$ cat src/rtl/adc_sample_sequencer.sv
// Periodic dual-channel ADC conversion scheduler: averages 2^AVG_LOG2 sample
// pairs and streams each averaged pair as a 4-byte packet to the UART transmitter.
module adc_sample_sequencer #(
  parameter int unsigned SAMPLE_DIV  = 50000,
  parameter int unsigned AVG_LOG2    = 2,
  parameter int unsigned TIMEOUT_CYC = 1023
) (
  input  logic        clk,
  input  logic        rst,
  input  logic        en,
  output logic        start,
  input  logic        done,
  input  logic [11:0] data1,
  input  logic [11:0] data2,
  output logic        TxD_start,
  output logic [7:0]  TxD_data,
  input  logic        TxD_busy,
  output logic [7:0]  ovr_cnt,
  output logic [7:0]  tmo_cnt
);

  localparam int unsigned TW = $clog2(SAMPLE_DIV);
  localparam int unsigned WW = $clog2(TIMEOUT_CYC + 1);
  localparam int unsigned AW = 12 + AVG_LOG2;
  localparam int unsigned NW = AVG_LOG2 + 1;
  localparam logic [NW-1:0] N_FULL = NW'(2 ** AVG_LOG2);

  typedef enum logic {ADC_IDLE, ADC_WAIT} adc_state_e;
  typedef enum logic [1:0] {TX_IDLE, TX_LOAD, TX_GUARD, TX_DRAIN} tx_state_e;

  adc_state_e      adc_q;
  tx_state_e       tx_q;
  logic [TW-1:0]   timer_q;
  logic [WW-1:0]   wait_q;
  logic            done_q;
  logic [AW-1:0]   acc1_q, acc2_q;
  logic [NW-1:0]   n_q;
  logic [3:0][7:0] pkt_q;
  logic [1:0]      idx_q;
  logic [1:0]      seq_q;
  logic            ovr_flag_q, tmo_flag_q;
  logic            start_q, txs_q;
  logic [7:0]      txd_q, ovr_q, tmo_q;

  logic            tick, done_edge, capture, timeout, avg_full, load, drop;
  logic [AW-1:0]   acc1_d, acc2_d;
  logic [11:0]     avg1, avg2;

  assign tick      = en && (timer_q == TW'(SAMPLE_DIV - 1));
  assign done_edge = done && !done_q;
  assign capture   = (adc_q == ADC_WAIT) && done_edge;
  // A done edge wins over a timeout landing in the same cycle.
  assign timeout   = (adc_q == ADC_WAIT) && !done_edge && (wait_q == WW'(TIMEOUT_CYC - 1));
  assign avg_full  = (n_q == N_FULL);
  assign load      = avg_full && (tx_q == TX_IDLE);
  assign drop      = avg_full && (tx_q != TX_IDLE);
  assign acc1_d    = acc1_q + AW'(data1);
  assign acc2_d    = acc2_q + AW'(data2);
  assign avg1      = 12'(acc1_q >> AVG_LOG2);
  assign avg2      = 12'(acc2_q >> AVG_LOG2);

  always_ff @(posedge clk) begin
    if (!rst) begin
      adc_q      <= ADC_IDLE;
      tx_q       <= TX_IDLE;
      timer_q    <= '0;
      wait_q     <= '0;
      done_q     <= 1'b0;
      acc1_q     <= '0;
      acc2_q     <= '0;
      n_q        <= '0;
      pkt_q      <= '0;
      idx_q      <= '0;
      seq_q      <= '0;
      ovr_flag_q <= 1'b0;
      tmo_flag_q <= 1'b0;
      start_q    <= 1'b0;
      txs_q      <= 1'b0;
      txd_q      <= '0;
      ovr_q      <= '0;
      tmo_q      <= '0;
    end else begin
      done_q  <= done;
      start_q <= 1'b0;
      txs_q   <= 1'b0;

      if (!en || tick) timer_q <= '0;
      else             timer_q <= timer_q + TW'(1);

      case (adc_q)
        ADC_IDLE: begin
          if (tick) begin
            start_q <= 1'b1;
            wait_q  <= '0;
            adc_q   <= ADC_WAIT;
          end
        end
        ADC_WAIT: begin
          if (capture || timeout) adc_q  <= ADC_IDLE;
          else                    wait_q <= wait_q + WW'(1);
        end
        default: adc_q <= ADC_IDLE;
      endcase

      // Partial averages are discarded once disabled and no conversion is in flight.
      if (avg_full || (!en && adc_q == ADC_IDLE)) begin
        acc1_q <= '0;
        acc2_q <= '0;
        n_q    <= '0;
      end else if (capture) begin
        acc1_q <= acc1_d;
        acc2_q <= acc2_d;
        n_q    <= n_q + NW'(1);
      end

      tmo_flag_q <= (tmo_flag_q && !load) || timeout;
      ovr_flag_q <= (ovr_flag_q && !load) || drop;
      if (timeout && tmo_q != 8'hFF) tmo_q <= tmo_q + 8'd1;
      if (drop && ovr_q != 8'hFF)    ovr_q <= ovr_q + 8'd1;

      case (tx_q)
        TX_IDLE: begin
          if (load) begin
            pkt_q[0] <= {4'hA, ovr_flag_q, tmo_flag_q, seq_q};
            pkt_q[1] <= avg1[11:4];
            pkt_q[2] <= {avg1[3:0], avg2[11:8]};
            pkt_q[3] <= avg2[7:0];
            idx_q    <= '0;
            seq_q    <= seq_q + 2'd1;
            tx_q     <= TX_LOAD;
          end
        end
        TX_LOAD: begin
          if (!TxD_busy) begin
            txd_q <= pkt_q[idx_q];
            txs_q <= 1'b1;
            tx_q  <= TX_GUARD;
          end
        end
        // The transmitter asserts busy one cycle after start; skip that cycle.
        TX_GUARD: tx_q <= TX_DRAIN;
        TX_DRAIN: begin
          if (!TxD_busy) begin
            if (idx_q == 2'd3) begin
              tx_q <= TX_IDLE;
            end else begin
              idx_q <= idx_q + 2'd1;
              tx_q  <= TX_LOAD;
            end
          end
        end
        default: tx_q <= TX_IDLE;
      endcase
    end
  end

  assign start     = start_q;
  assign TxD_start = txs_q;
  assign TxD_data  = txd_q;
  assign ovr_cnt   = ovr_q;
  assign tmo_cnt   = tmo_q;

endmodule
$ cat config.mk
export PLATFORM = sky130hd
export DESIGN_NAME = adc_sample_sequencer
export DESIGN_NICKNAME = d
export VERILOG_FILES = /design/src/rtl/adc_sample_sequencer.sv
export SDC_FILE = /design/constraint.sdc
export NUM_CORES = 1
export LEC_CHECK = 0
export CAP_MARGIN = 30
export CORE_ASPECT_RATIO = 0.75
export CORE_MARGIN = 3
export CORE_UTILIZATION = 52
export CTS_CLUSTER_DIAMETER = 100
export CTS_CLUSTER_SIZE = 12
export DETAILED_ROUTE_END_ITERATION = 12
export PLACE_DENSITY_LB_ADDON = 0.12
export SYNTH_ARGS = -nofsm -noshare
export SYNTH_HDL_FRONTEND = slang
export SYNTH_SLANG_ARGS = --single-unit
$ cat constraint.sdc
create_clock -name clk -period 2.3 [get_ports clk]
set_clock_uncertainty 0.2 [all_clocks]
set_input_delay 0.46 -clock clk [delete_from_list [all_inputs] [get_ports clk]]
set_output_delay 0.46 -clock clk [all_outputs]
set_load 0.005 [all_outputs]
==> results of run 1 <==
flip-flops by register name, summed over array words and instances, names as in the netlist, named ones only:
name	cells
TxD_data	8
TxD_start	1
acc1_q	14
acc2_q	14
adc_q	1
done_q	1
idx_q	2
n_q	3
ovr_cnt	8
pkt_q	29
seq_q	2
start	1
timer_q	16
tmo_cnt	8
tmo_flag_q	1
tx_q	2
wait_q	10
logic make-up (layout without fill, tap and decap cells):
group                    count (synthesis)  in the layout  synth area share [%]
flip-flops                             122            122                  40.0
adder cells (fa/ha/maj)                 37             37                  7.84
XOR/XNOR                                39             39                  5.60
buffers and inverters                   53            184                  3.28
multiplexers                            15             15                  3.34
AND/OR/NAND/NOR                        319            319                  24.6
AO/OA/AOI/OAI                          155            155                  15.3
timing repair:
item                       in CTS  in global routing
setup endpoints to repair       7                 15
buffers inserted                4                  4
pin swaps                      12                 18
hold endpoints to repair        0                  0
resized for setup              20                 24
routing by layer:
layer  global-route usage, %  routed length, microns  vias up
li1                        -                       -     2838
met1                    33.3                    7460     2754
met2                    40.4                    7660      147
met3                    5.43                     739       21
met4                    7.98                     224        0
met5                       0                       0        -
power breakdown:
part           internal (uW)  switching (uW)  leakage, uW
Sequential              2120            1.62     0.000984
Clock                   1700            1010     0.000269
Combinational            113             110      0.00190
Total                   3930            1120      0.00315
per-stage QoR:
stage	hold slack, ns	cells	area (sq um)
after floorplan	0.230	740	6100
after global placement	0.243	988	7280
after detailed placement	0.250	988	7280
after CTS	0.259	1024	7980
after global routing	0.275	1028	8100
final	0.258	1028	8100
worst register-to-register path: stages (launching register included):
cell and delay [ns]:
dfxtp_2 0.35, ha_4 0.13, inv_2 0.03, fa_2 0.39
nor2b_4 0.16, o31ai_4 0.09, a21oi_2 0.20, o221ai_2 0.12
or3_1 0.38, a21oi_1 0.14
worst paths after layout:
kind / endpoint / depth (start not counted) / slack [ns] / from
max: acc2_q[12] / 9 / 0.03 / acc2_q[0]
max reg2reg: acc2_q[12] / 9 / 0.03 / acc2_q[0]
min reg2reg: TxD_data[0] / 2 / 0.26 / TxD_data[0]
min: TxD_data[0] / 2 / 0.26 / TxD_data[0]
cells in the final DEF (no fill, tap or decap), drive strengths merged, types with 9 or more instances in the layout:
cell | synthesis | routed
nand2 | 124 | 124
dfxtp | 122 | 122
buf | 3 | 79
a21oi | 74 | 74
nor2 | 64 | 64
clkdlybuf4s50 | 0 | 48
nand3 | 38 | 38
ha | 35 | 35
o21ai | 27 | 27
xor2 | 24 | 24
inv | 19 | 19
clkbuf | 31 | 17
nor3 | 15 | 15
xnor2 | 15 | 15
nand4 | 13 | 13
and3 | 12 | 12
a31oi | 11 | 11
o21a | 10 | 10
a21o | 9 | 9
final cells by class:
cell class | instances | area share, %
Multi-Input combinational cell | 565 | 44.5
Sequential cell | 122 | 30.2
Timing Repair Buffer | 133 | 14.5
Clock buffer | 17 | 5.25
Tap cell | 157 | 2.42
Clock inverter | 15 | 2.19
Inverter | 19 | 0.880
==> summary.md, run 1 <==
| Metric | Value |
|---|---|
| Final setup fails | `0` |
| Fill cells | `872` |
| Initial detailed-routing violation count | `about 330` |
| Worst Setup Start Kind | `register` |
| Worst-skew pair later-pin latency | `around 0.42 ns` |
| Cell family with most CP delay | `compound AO/OA/AOI/OAI gates` |
| Clk root buf | `clkbuf_16` |
| Max Fanout on Critical Path | `2` |
| Syn avg cell area | `8.24 sq um` |
| Crit. End Element | `register` |
| Initial antenna violation count | `0` |
| Inserted Diodes | `0` |
| GRT Overall Usage | `24.9%` |
| CTS sink cnt | `122` |
| P&R area growth vs syn | `32.9%` |
| Vias in the first global route | `5600` |
| RSZ-0062 raised after global routing | `yes` |
| H-tree depth | `4` |
| I/O Buffers | `54` |
| Fmax | `441 MHz` |
| Synthesized flop and latch total | `122` |
| Total power | `5050 uW` |
| Min Tclk post-route | `2.27 ns` |
| Synth Warn # | `0` |
| Gpl congestion | `0.841` |
| Std cell rows | `33` |
| Top cells by area, synth | `dfxtp_1 40%, nand2_1 7.6%, ha_1 7.2%` |
| DIE WIDTH | `131 microns` |
| Sequential area share after synthesis | `40.0%` |
| Clock buffer depth | `2` |
| Crit-path cells | `ha_4 -> inv_2 -> fa_2 -> nor2b_4 -> o31ai_4 -> a21oi_2 -> o221ai_2 -> or3_1 -> a21oi_1` |
| Die H | `99.8 microns` |
| Yosys cell types | `between 50 and 60` |
| CTS Hold Bufs | `0` |
| Starting Density | `54.5%` |
| # nets final | `~900` |
| Status | `complete, no violations` |
| Critical Path AT | `2.41 ns` |
| Critical path's largest stage delay | `~0.39 ns` |
| Crit share post-route | `98.6%` |
| Largest net degree at the start of global routing | `29` |
| Top cells by count, synth | `124 x nand2_1, 122 x dfxtp_1, 74 x a21oi_1, 64 x nor2_1, 38 x nand3_1` |
| Pwr Density | `slightly above 600 nW/um^2` |
| CP max stage cell | `fa_2` |
| Maximum VDD drop | `0.000590 V` |
| Floorplan core area | `11200 sq um` |
| Syn Std Cell Area | `between 6000 and 7000 sq um` |
| Clock transition at path regs | `around 0.05 ns` |
| Via density | `5.60` |
| Residual DRC count | `0` |
| Worst slack at placement | `-0.590 ns` |
| Kind of critical path | `register to register` |
| Final HPWL DP | `11.2 mm` |
| Drt pass-1 iters | `4` |
| Routed Antenna Nets | `0` |
| Main synth FF type | `dfxtp_1` |
| Full die area | `13100 sq um` |
| Finished Core Util | `roughly 72%` |
| Max-slew violations | `0` |
| Post-DR wirelength/cell | `15.7 microns` |
| Synthesized net count | `806` |
| CTS Buf Count | `17` |
| Area of the multi-input gates | `3610 sq um` |
| First-pass GRT wire length | `between 20 and 30 mm` |
| Max_slew headroom | `about three fifths` |
| Setup TNS | `0 ns` |
| Final hold violations | `0` |
| Global route overflow | `0` |
| Worst Hold Class | `register to register` |
| CP bufs+invs | `1` |
| Synth area leader | `dfxtp_1` |
| Reg area | `2450 sq um` |
| Slew @ Worst Pin | `about 0.60 ns` |
| Ports | `55` |
| Via count | `5760` |
| Layout cells sized above 1 | `between 10% and 20%` |
| Final WL | `16.1 mm` |
| Most numerous cell in the Yosys netlist | `nand2_1` |
| Synth top area share | `40.0%` |
| Max cap viols | `0` |
| EDFF count, synth | `0` |
| Async SR Flop Fraction | `0%` |
| Post-Synthesis Cells | `740` |
| Setup slack after layout | `about 0.033 ns` |
| Leak | `about 0.0032 uW` |
| CTS tree | `yes` |
| CP required | `2.45 ns` |
No activity file was read; power rests on OpenSTA's default activity.
==> run 2, diff against run 1 <==
--- a/config.mk
+++ b/config.mk
@@ -5,6 +5,7 @@
 export SDC_FILE = /design/constraint.sdc
 export NUM_CORES = 1
 export LEC_CHECK = 0
+export ABC_CLOCK_PERIOD_IN_PS = 2300
 export CAP_MARGIN = 30
 export CORE_ASPECT_RATIO = 0.75
 export CORE_MARGIN = 3
@@ -12,7 +13,9 @@
 export CTS_CLUSTER_DIAMETER = 100
 export CTS_CLUSTER_SIZE = 12
 export DETAILED_ROUTE_END_ITERATION = 12
+export GPL_TIMING_DRIVEN = 0
 export PLACE_DENSITY_LB_ADDON = 0.12
+export SLEW_MARGIN = 5
 export SYNTH_ARGS = -nofsm -noshare
 export SYNTH_HDL_FRONTEND = slang
 export SYNTH_SLANG_ARGS = --single-unit
==> run 2 against run 1 <==
Total power shrank 2.0%. Final area decreased by 4.0%. Worst setup slack worse by 0.031 ns. First-iteration DRC count up 12%. Largest cell class unchanged. Die area did not move. Clock power down 3%. Worst hold slack got worse by 0.017 ns. Sequential share of layout area grew 1.2 points.
==> summary.md, run 2 (synthesized netlist as in run 1, its figures left out) <==
| Metric | Value |
|---|---|
| DIE WIDTH | `131 microns` |
| Met2 usage | `between 30% and 40%` |
| Clk root buf | `clkbuf_16` |
| Full die area | `13100 sq um` |
| Maximum VDD drop | `0.000600 V` |
| Slew @ Worst Pin | `0.671 ns` |
| First-pass GRT wire length | `26.0 mm` |
| Routed Antenna Nets | `0` |
| Kind of critical path | `register to register` |
| Min Tclk post-route | `approximately 2.3 ns` |
| Max Fanout on Critical Path | `3` |
| Inserted Diodes | `0` |
| CTS sink cnt | `122` |
| Commonest non-fill, non-tap cells in the layout | `121 x nand2_1, 120 x dfxtp_1, 69 x a21oi_1, 62 x nor2_1, 47 x clkdlybuf4s50_1` |
| Die H | `99.8 microns` |
| Clock buffer depth | `2` |
| Worst Setup Start Kind | `register` |
| M3 GR Usage | `6.01%` |
| Via count | `5699` |
| I/O Buffers | `54` |
| Layout cells sized above 1 | `13.4%` |
| Worst Hold Class | `input pin to register` |
| Max reg flops | `29` |
| Total power | `4950 uW` |
| Vias in the first global route | `around 5400` |
| Leak | `0.00289 uW` |
| CTS Hold Bufs | `0` |
| Final HPWL DP | `11.2 mm` |
| Status | `complete, no violations` |
| Drt pass-1 iters | `5` |
| Crit share post-route | `between 90% and 100%` |
| CP required | `2.45 ns` |
| Clock transition at path regs | `0.06 ns` |
| Final hold violations | `0` |
| Fmax | `roughly 440 MHz` |
| Largest registers | `pkt_q x29, timer_q x16` |
| Residual DRC count | `0` |
| Design Area, Final | `7780 sq um` |
| Max-slew violations | `0` |
| Critical Path AT | `2.45 ns` |
| # nets final | `887` |
| RSZ-0062 raised after global routing | `yes` |
| Largest register by flop count | `pkt_q` |
| Ports | `between 50 and 60` |
| Met1 usage | `34.7%` |
| Worst-skew pair later-pin latency | `0.42 ns` |
| H-tree depth | `4` |
| Std cell rows | `33` |
| Final setup fails | `0` |
| Largest net degree at the start of global routing | `17` |
| Floorplan core area | `11200 sq um` |
| Via density | `5.75` |
| Post-DR wirelength/cell | `16.2 microns` |
| Pwr Density | `636 nW/um^2` |
| Starting Density | `54.5%` |
| GRT Overall Usage | `24.8%` |
| Crit. End Element | `register` |
| Max_slew headroom | `55.0%` |
| Max cap viols | `0` |
| DP Area | `6840 sq um` |
| WHS | `roughly 0.24 ns` |
| P&R area growth vs syn | `27.6%` |
| Global route overflow | `0` |
| Initial detailed-routing violation count | `approximately 370` |
| Initial antenna violation count | `0` |
| CTS Buf Count | `17` |
| Gr busiest metal | `met2` |
| Final WL | `16.0 mm` |
| CTS tree | `yes` |
| Gpl congestion | `0.866` |
| Leading cell type in the layout, fill and taps excluded | `nand2_1` |
[run 2: worst max-delay path, cell delays in order, from the launching register on]
cell,delay (ns)
dfxtp_2,0.35
ha_4,0.14
inv_2,0.04
fa_2,0.41
nor2b_4,0.15
o31ai_4,0.09
a21oi_2,0.18
nor2_2,0.08
or4_1,0.51
nand3_1,0.08
[run 2: through the flow]
step / util (%) / setup slack, ns / setup TNS, ns / std cells
global route: 69.6 / -0.0981 / -0.205 / 991
global placement: 61.1 / -0.880 / -19.86 / 951
detailed placement: 61.1 / -0.934 / -22.18 / 951
CTS: 68.1 / 0.000735 / 0 / 990
finish: 69.6 / 0.00188 / 0 / 991
floorplan: - / 0.0205 / 0 / 740
[run 2: final timing paths]
path                             endpoint      start  depth (start not counted)  slack, ns
worst min-delay path            wait_q[7]        rst                          3       0.24
worst max-delay path            acc1_q[8]  acc1_q[0]                          9      0.002
worst max register to register  acc1_q[8]  acc1_q[0]                          9      0.002
worst min register to register  pkt_q[28]  pkt_q[28]                          2       0.25
[run 2: repair_timing]
action | CTS | global route
buffers inserted | 8 | 4
gates cloned | 0 | 0
resized for setup | 42 | 42
setup endpoints to repair | 43 | 64
pin swaps | 13 | 14
[run 2: power by group]
part	internal, uW	leakage, uW	total, uW	switching (uW)
sequential	2120	0.000984	2120	1.63
combinational	84.4	0.00163	194	110
clock	1620	0.000278	2640	1010
total	3820	0.00289	4950	1120
[run 2: final cells by class]
cell class,count,area [sq um]
well taps,157,196
multi-input cells,565,3720
flip-flops and latches,122,2440
repair buffers,65,626
plain buffers,31,133
fillers,870,3410
inverters,19,71.3
clock inverters,14,149
clock buffers,18,439
[run 2: routing by layer]
layer  share of wire (%)  routed length, microns
met3                 6.3                    1000
met1                  47                    7510
met4                 1.1                     184
met5                   0                       0
met2                  46                    7310
==> run 3, diff against run 2 <==
--- a/config.mk
+++ b/config.mk
@@ -6,7 +6,7 @@
 export NUM_CORES = 1
 export LEC_CHECK = 0
 export ABC_CLOCK_PERIOD_IN_PS = 2300
-export CAP_MARGIN = 30
+export CAP_MARGIN = 15
 export CORE_ASPECT_RATIO = 0.75
 export CORE_MARGIN = 3
 export CORE_UTILIZATION = 52
@@ -15,7 +15,7 @@
 export DETAILED_ROUTE_END_ITERATION = 12
 export GPL_TIMING_DRIVEN = 0
 export PLACE_DENSITY_LB_ADDON = 0.12
-export SLEW_MARGIN = 5
+export SLEW_MARGIN = 0
 export SYNTH_ARGS = -nofsm -noshare
 export SYNTH_HDL_FRONTEND = slang
 export SYNTH_SLANG_ARGS = --single-unit
==> results of run 3 <==
The final DEF is identical to that of run 2; final timing and power are the same.
==> variant (config.mk and constraints of run 3) <==
Re-encode `tx_state_e` (4 states) as one-hot, 4 bits wide.
--- a/src/rtl/adc_sample_sequencer.sv
+++ b/src/rtl/adc_sample_sequencer.sv
@@ -28,3 +28,3 @@
   typedef enum logic {ADC_IDLE, ADC_WAIT} adc_state_e;
-  typedef enum logic [1:0] {TX_IDLE, TX_LOAD, TX_GUARD, TX_DRAIN} tx_state_e;
+  typedef enum logic [3:0] {TX_IDLE = 4'b0001, TX_LOAD = 4'b0010, TX_GUARD = 4'b0100, TX_DRAIN = 4'b1000} tx_state_e;
 
Function: same outputs for any inputs over 10 cycles, from zero or initial values and one cycle with rst low; not proved beyond that.
==> variant against run 3 <==
- design area is 0.98% higher
- hold slack better by 0.011 ns
- power is 1.6% higher
- setup slack better by 0.035 ns
- routed wire length is 6.1% higher
- first-iteration DRC count is 3.8% higher
- sequential cell count is 2 higher
- die area is 4.6% higher
- highest routed layer unchanged
- via count is 4.6% higher
- area after synthesis is 4.8% higher
==> variant: results (changes against run 3) <==
DP Wirelength 12400 um (was 11200 um); R2R Path Start n_q[0]$_SDFFE_PP0P_ (was acc1_q[0]$_SDFFE_PP0P_); VDD IR max 535 uV (was 600 uV); outcome finished clean (unchanged); area delta synth->final 22.9% (was 27.6%); Non-clk bufs 93 (was 96); largest stage delay on the critical path 0.48 ns (was 0.51 ns); placed insts 987 (was 951); NonClk Buf Share 9.41% (was 9.74%); routed wl met3 1040 um (was 1000 um); initial drt markers 379 (was 365); post-CTS sizing 17 (was 42); area occupied by multi-input gates 3780 um^2 (was 3720 um^2); P_leak 2.85 nW (was 2.89 nW); Crit Reg-Reg Endpoint acc2_q[11]$_SDFFE_PP0P_ (was acc1_q[8]$_SDFFE_PP0P_); Worst Tran Pin Value 0.552 ns (was 0.671 ns); cell internal pwr 3.85 mW (was 3.82 mW); post-synthesis compound-gate area fraction 15.4% (was 15.3%); multi-input gates 594 (was 565); WHS Path Cells 2 (was 3); gr usage total 25.0% (was 24.8%); ranking of synthesized cells by area dfxtp_1 39%, nand2_1 7.4%, ha_1 6.3%, a21oi_1 5.5%, nor2_1 4.5% (was dfxtp_1 40%, nand2_1 7.6%, ha_1 7.2%, a21oi_1 6.1%, nor2_1 3.9%); met2 Track Usage GR 39.0% (was 38.7%); mux cell area share after synthesis 5.30% (was 3.34%); Post-CTS Repair Setup Buffers 2 (was 8); DP Area 7140 um^2 (was 6840 um^2); CP max FO 4 (was 3); Total Wirelength 17000 um (was 16000 um); first-pass GRT wire length 27400 um (was 26000 um); Post-Synth XOR/XNOR Area 4.52% (was 5.60%); distinct cell type count after synthesis 63 (was 55); Seq/Total Area, Yosys 38.8% (was 40.0%); met3 GRT Util 5.61% (was 6.01%); FILL cells 978 (was 870); clock buffers 17 (was 18); R2R Setup Slk 0.06 ns (was 0.002 ns); Synth Register Bits 124 (was 122); final net count 909 (was 887)
[variant: worst max-delay path by stage]
| stage | cells after the start | slack (ns) | end | from |
|---|---|---|---|---|
| final | 7 | 0.04 | acc2_q[11]$_SDFFE_PP0P_ | data2[1] |
| after global routing | 7 | -0.02 | acc2_q[11]$_SDFFE_PP0P_ | data2[1] |
| after CTS | 9 | 0.01 | acc2_q[10]$_SDFFE_PP0P_ | data2[0] |
| after detailed placement | 6 | -0.80 | n_q[0]$_SDFFE_PP0P_ | rst |
| after global placement | 6 | -0.77 | acc1_q[4]$_SDFFE_PP0P_ | rst |
| after floorplan | 8 | 0.09 | acc2_q[10]$_SDFFE_PP0P_ | data2[0] |
[variant: power groups by stage]
stage / registers [mW] / logic [mW] / clock network, mW
2_1_floorplan: 2.20 / 0.0995 / 0
3_3_place_gp: 2.20 / 0.183 / 0
6_report: 2.15 / 0.200 / 2.67
4_1_cts: 2.15 / 0.193 / 2.69
3_5_place_dp: 2.20 / 0.189 / 0
5_1_grt: 2.15 / 0.217 / 2.82
